File: config.mk
export PLATFORM = sky130hd
export DESIGN_NAME = matvec_engine
export DESIGN_NICKNAME = d
export VERILOG_FILES = /design/src/rtl/matvec_pkg.sv /design/src/rtl/matvec_engine_mac_cell.sv /design/src/rtl/matvec_engine.sv
export SDC_FILE = /design/constraint.sdc
export NUM_CORES = 2
export LEC_CHECK = 0
export BUFFER_PORTS_ARGS = -buffer_cell sky130_fd_sc_hd__buf_2
export CAP_MARGIN = 5
export CORE_ASPECT_RATIO = 1.1
export CORE_MARGIN = 1
export CORE_UTILIZATION = 50
export CTS_CLUSTER_DIAMETER = 200
export DETAILED_ROUTE_END_ITERATION = 7
export GPL_TIMING_DRIVEN = 1
export PLACE_DENSITY = 0.68
export SKIP_CTS_REPAIR_TIMING = 1
export SYNTH_ARGS = -nofsm -noshare
export SYNTH_HDL_FRONTEND = slang
export SYNTH_HIERARCHICAL = 1
export SYNTH_SLANG_ARGS = --single-unit
File: constraint.sdc
create_clock -name clk_i -period 7.8 [get_ports clk_i]
set_clock_uncertainty 0.2 [all_clocks]
set_input_delay 0.39 -clock clk_i [delete_from_list [all_inputs] [get_ports clk_i]]
set_output_delay 0.39 -clock clk_i [all_outputs]
set_load 0.005 [all_outputs]
File: src/rtl/matvec_pkg.sv
// Shared types and sizing helpers for the matrix-vector engine.
package matvec_pkg;

    typedef enum logic [2:0] {
        IDLE,
        LOAD_B,
        LOAD_A,
        COMPUTE,
        DRAIN
    } state_t;

    // Counter width able to index 0..n-1, never narrower than one bit.
    function automatic int unsigned cnt_w(input int unsigned n);
        return (n > 1) ? $clog2(n) : 1;
    endfunction

endpackage

File: src/rtl/matvec_engine_mac_cell.sv
// One systolic MAC stage: accumulates a*b when enabled and forwards b/enable one cell per cycle.
module mac_cell #(
    parameter int unsigned DATA_WIDTH = 8,
    parameter int unsigned ACC_WIDTH  = 24
) (
    input  logic                         clk_i,
    input  logic                         rst_i,
    input  logic                         clr_i,
    input  logic                         en_i,
    input  logic signed [DATA_WIDTH-1:0] a_i,
    input  logic signed [DATA_WIDTH-1:0] b_i,
    output logic                         en_o,
    output logic signed [DATA_WIDTH-1:0] b_o,
    output logic signed [ACC_WIDTH-1:0]  acc_o
);

    logic signed [2*DATA_WIDTH-1:0] prod;
    logic signed [ACC_WIDTH-1:0]    acc_q;
    logic                           en_q;
    logic signed [DATA_WIDTH-1:0]   b_q;

    assign prod = (2*DATA_WIDTH)'(a_i) * (2*DATA_WIDTH)'(b_i);

    always_ff @(posedge clk_i) begin
        if (rst_i) begin
            acc_q <= '0;
            en_q  <= 1'b0;
            b_q   <= '0;
        end else begin
            en_q <= en_i;
            b_q  <= b_i;
            if (clr_i) begin
                acc_q <= '0;
            end else if (en_i) begin
                // Sign-extended product; the sum wraps at ACC_WIDTH.
                acc_q <= acc_q + ACC_WIDTH'(prod);
            end
        end
    end

    assign en_o  = en_q;
    assign b_o   = b_q;
    assign acc_o = acc_q;

endmodule

File: src/rtl/matvec_engine.sv
// Matrix-vector multiplier: streams in B then A, runs a skewed MAC chain, drains C row by row.
module matvec_engine
    import matvec_pkg::*;
#(
    parameter int unsigned ROWS       = 8,
    parameter int unsigned COLS       = 8,
    parameter int unsigned DATA_WIDTH = 8,
    parameter int unsigned ACC_WIDTH  = 24
) (
    input  logic                         clk_i,
    input  logic                         rst_i,
    input  logic                         start_i,
    input  logic                         acc_mode_i,
    input  logic                         in_valid_i,
    output logic                         in_ready_o,
    input  logic signed [DATA_WIDTH-1:0] in_data_i,
    output logic                         out_valid_o,
    input  logic                         out_ready_i,
    output logic signed [ACC_WIDTH-1:0]  out_data_o,
    output logic                         out_last_o,
    output logic                         busy_o,
    output logic                         done_o
);

    localparam int unsigned ROW_W = cnt_w(ROWS);
    localparam int unsigned COL_W = cnt_w(COLS);
    localparam int unsigned CYC_W = cnt_w(ROWS + COLS);

    state_t           state_q;
    logic [COL_W-1:0] beat_q;
    logic [ROW_W-1:0] row_q;
    logic [CYC_W-1:0] cyc_q;
    logic             in_ready_q;
    logic             out_valid_q;
    logic             busy_q;
    logic             done_q;

    logic signed [DATA_WIDTH-1:0] a_buf_q [ROWS][COLS];
    logic signed [DATA_WIDTH-1:0] b_buf_q [COLS];

    logic                         in_fire;
    logic                         clr_acc;
    logic                         en_c   [ROWS+1];
    logic signed [DATA_WIDTH-1:0] b_c    [ROWS+1];
    logic signed [DATA_WIDTH-1:0] a_in   [ROWS];
    logic [COL_W-1:0]             a_col  [ROWS];
    logic signed [ACC_WIDTH-1:0]  acc    [ROWS];
    logic                         unused_tail;

    assign in_fire = in_valid_i && in_ready_q;
    assign clr_acc = (state_q == IDLE) && start_i && !acc_mode_i;

    always_ff @(posedge clk_i) begin
        if (rst_i) begin
            state_q     <= IDLE;
            beat_q      <= '0;
            row_q       <= '0;
            cyc_q       <= '0;
            in_ready_q  <= 1'b0;
            out_valid_q <= 1'b0;
            busy_q      <= 1'b0;
            done_q      <= 1'b0;
        end else begin
            done_q <= 1'b0;
            unique case (state_q)
                IDLE: begin
                    if (start_i) begin
                        state_q    <= LOAD_B;
                        beat_q     <= '0;
                        row_q      <= '0;
                        in_ready_q <= 1'b1;
                        busy_q     <= 1'b1;
                    end
                end
                LOAD_B: begin
                    if (in_fire) begin
                        if (beat_q == COL_W'(COLS - 1)) begin
                            beat_q  <= '0;
                            state_q <= LOAD_A;
                        end else begin
                            beat_q <= beat_q + 1'b1;
                        end
                    end
                end
                LOAD_A: begin
                    if (in_fire) begin
                        if (beat_q == COL_W'(COLS - 1)) begin
                            beat_q <= '0;
                            if (row_q == ROW_W'(ROWS - 1)) begin
                                row_q      <= '0;
                                cyc_q      <= '0;
                                in_ready_q <= 1'b0;
                                state_q    <= COMPUTE;
                            end else begin
                                row_q <= row_q + 1'b1;
                            end
                        end else begin
                            beat_q <= beat_q + 1'b1;
                        end
                    end
                end
                COMPUTE: begin
                    if (cyc_q == CYC_W'(ROWS + COLS - 2)) begin
                        cyc_q       <= '0;
                        row_q       <= '0;
                        out_valid_q <= 1'b1;
                        state_q     <= DRAIN;
                    end else begin
                        cyc_q <= cyc_q + 1'b1;
                    end
                end
                DRAIN: begin
                    if (out_ready_i) begin
                        if (row_q == ROW_W'(ROWS - 1)) begin
                            row_q       <= '0;
                            out_valid_q <= 1'b0;
                            busy_q      <= 1'b0;
                            done_q      <= 1'b1;
                            state_q     <= IDLE;
                        end else begin
                            row_q <= row_q + 1'b1;
                        end
                    end
                end
                default: state_q <= IDLE;
            endcase
        end
    end

    always_ff @(posedge clk_i) begin
        if ((state_q == LOAD_B) && in_fire) begin
            b_buf_q[beat_q] <= in_data_i;
        end
        if ((state_q == LOAD_A) && in_fire) begin
            a_buf_q[row_q][beat_q] <= in_data_i;
        end
    end

    // B and its enable enter cell 0 in column order; later cells see them skewed by their index.
    assign en_c[0] = (state_q == COMPUTE) && (cyc_q < CYC_W'(COLS));
    assign b_c[0]  = (cyc_q < CYC_W'(COLS)) ? b_buf_q[cyc_q[COL_W-1:0]] : '0;

    for (genvar r = 0; r < ROWS; r++) begin : g_cell
        // Column index c-r; only meaningful while the cell's enable is high.
        assign a_col[r] = COL_W'(cyc_q - CYC_W'(r));
        assign a_in[r]  = a_buf_q[r][a_col[r]];

        mac_cell #(
            .DATA_WIDTH(DATA_WIDTH),
            .ACC_WIDTH (ACC_WIDTH)
        ) u_cell (
            .clk_i(clk_i),
            .rst_i(rst_i),
            .clr_i(clr_acc),
            .en_i (en_c[r]),
            .a_i  (a_in[r]),
            .b_i  (b_c[r]),
            .en_o (en_c[r+1]),
            .b_o  (b_c[r+1]),
            .acc_o(acc[r])
        );
    end

    assign unused_tail = en_c[ROWS] ^ (^b_c[ROWS]);

    assign in_ready_o  = in_ready_q;
    assign out_valid_o = out_valid_q;
    assign out_data_o  = out_valid_q ? acc[row_q] : '0;
    assign out_last_o  = out_valid_q && (row_q == ROW_W'(ROWS - 1));
    assign busy_o      = busy_q;
    assign done_o      = done_q;

endmodule

==> results.cfg <==
[run_status]
status = finished, violations left
violations = negative hold slack

[power_and_ir_drop]
peakVddDrop_uv = 184
p_per_area_nw_per_um2 = 153
p_leak_nw = 30.6

[worst_hold_path]
min_from = in_valid_i
hp-class = input port to flop

[die]
die_h_um = 380
core_area_sq_um = 129000
dieArea_sq_um = 132000
io_pins = 43
initial_core_util_pct = 50.5
rows = 138
die-width_um = 346

[sta]
fmax_mhz = 136
worst_pin_slew_ns = 1.19
hold_violations = 1
tns_ns = 0
setup_viol = 0
whs_ns = -0.0337
min_period_over_period_pct = 94.3
period_needed_ns = 7.35
max_slew_margin_pct = 19.9
rsz0062_at_grt = false
slew_violations = 0

[clock_network]
clock-sinks = 851
ctsLongestPathBuffers = 3
worstSkewPairLatency_ns = 0.71
cts-buffers-inserted = 88
path_clk_slew_ns = 0.06
cts_tree = done
cts-root-buf = clkbuf_16
cts.htree.levels = 3

[cells_and_area]
design_area_sq_um = 70500
final_cell_mix = fa_1, inv_1, edfxtp_1
drive_gt1_share_pct = 9.94
fin_nets = 6597
final_common_cell = fa_1
syn_to_final_growth_pct = 8.26

[yosys]
yosys_warnings = 6
synth_area_sq_um = 65100
synthesis.nets = 6541
syn_area_per_cell_sq_um = 12.4
synth_cells = 5255

[worst_setup_path]
end_kind = flop
critPathLaunch = cyc_q[0]$_SDFFE_PP0N_
path_max_fanout = 18
crit_type = flop to flop
cp.required_ns = 8.19
crit_path_start_kind = flop
r2r-start = cyc_q[0]$_SDFFE_PP0N_
cp.arrival_ns = 7.74

[global_routing]
grt_use_total_pct = 25.1
grt_max_degree = 73
grt_pass1_vias = 43248
gr-total-overflow = 0
grt_pass1_wl_mm = 254
grt_antenna_before_repair = 4

[routing]
vias = 40309
wirelength_mm = 161
wl_per_cell_um = 22.8
drtIter0Drc = 2947
dr.pass1.iters = 6
drc = 0
vias_per_cell = 5.70
ant_nets = 0

[placed_design]
gp_congestion = 0.956
hpwl_mm = 125
port_buffers = 42
dpl_cell_area_sq_um = 67300

[job]
max_cap_violations = 0
[final timing paths]
check | slack, ns | to | cells after the start
worst max register to register | 0.45 | g_cell[1].u_cell/acc_o[23]$_SDFFE_PP0P_ | 20
worst min-delay path | -0.03 | in_ready_o$_SDFFE_PP0P_ | 4
worst max-delay path | 0.45 | g_cell[1].u_cell/acc_o[23]$_SDFFE_PP0P_ | 20
worst min register to register | 0.29 | g_cell[1].u_cell/acc_o[23]$_SDFFE_PP0P_ | 2
[sequential cells by signal (all words and copies together) (netlist names), named ones only]
signal and count:
cyc_q 4, state_q 3, row_q 3, beat_q 3
busy_o 1, done_o 1, b_buf_q 64, in_ready_o 1
out_valid_o 1, a_buf_q 512, g_cell.u_cell/b_o 56, g_cell.u_cell/en_o 7
g_cell.u_cell/acc_o 192
[worst max-delay path, cell delays in order, from the launching register on]
cell	delay [ns]
dfxtp_4	0.55
buf_4	0.40
mux4_2	0.54
mux2_2	0.42
nand2_1	0.22
inv_1	0.08
fa_1	0.48
inv_1	0.23
fa_1	0.55
inv_1	0.38
fa_1	0.51
fa_1	0.50
ha_1	0.31
ha_1	0.37
a21o_1	0.19
a21o_1	0.17
a21oi_1	0.16
o211ai_2	0.17
o32ai_2	0.30
mux2_1	0.36
mux2i_1	0.12
[where the power goes]
| part | switching (mW) | internal (mW) | leakage, nW | total (mW) |
|---|---|---|---|---|
| combinational | 0.838 | 0.553 | 21.7 | 1.39 |
| sequential | 0.0295 | 4.82 | 7.40 | 4.85 |
| clock | 1.90 | 2.67 | 1.52 | 4.57 |
| total | 2.76 | 8.05 | 30.6 | 10.8 |
[area by class of cell]
cell class	instances	area, sq um
timing repair buffer	107	746
inverter	668	2510
fill	10689	58500
clock inverter	53	771
tap	1680	2100
sequential	851	22800
multi-input combinational	3595	39100
antenna	1	2.50
clock buffer	111	2390
[through the flow]
stage	power, mW	util [%]	hold slack [ns]	setup WS, ns	cells
3_3_place_gp	6.30	52.2	0.269	0.463	6898
3_5_place_dp	6.32	52.2	0.266	0.376	6898
4_1_cts	10.9	54.6	-0.196	0.323	7062
2_1_floorplan	5.96	-	0.246	0.300	5255
6_report	10.8	54.6	-0.0337	0.447	7066
5_1_grt	11.2	54.6	0.0154	0.0221	7066
[routing by layer]
layer	wire (um)	track usage (%)	vias to the layer above
li1	-	-	18120
met1	68600	33.7	20742
met2	77400	41.5	1159
met3	8670	3.06	286
met4	6750	10.4	2
met5	16	0	-
(Power assumes the default switching activity.)
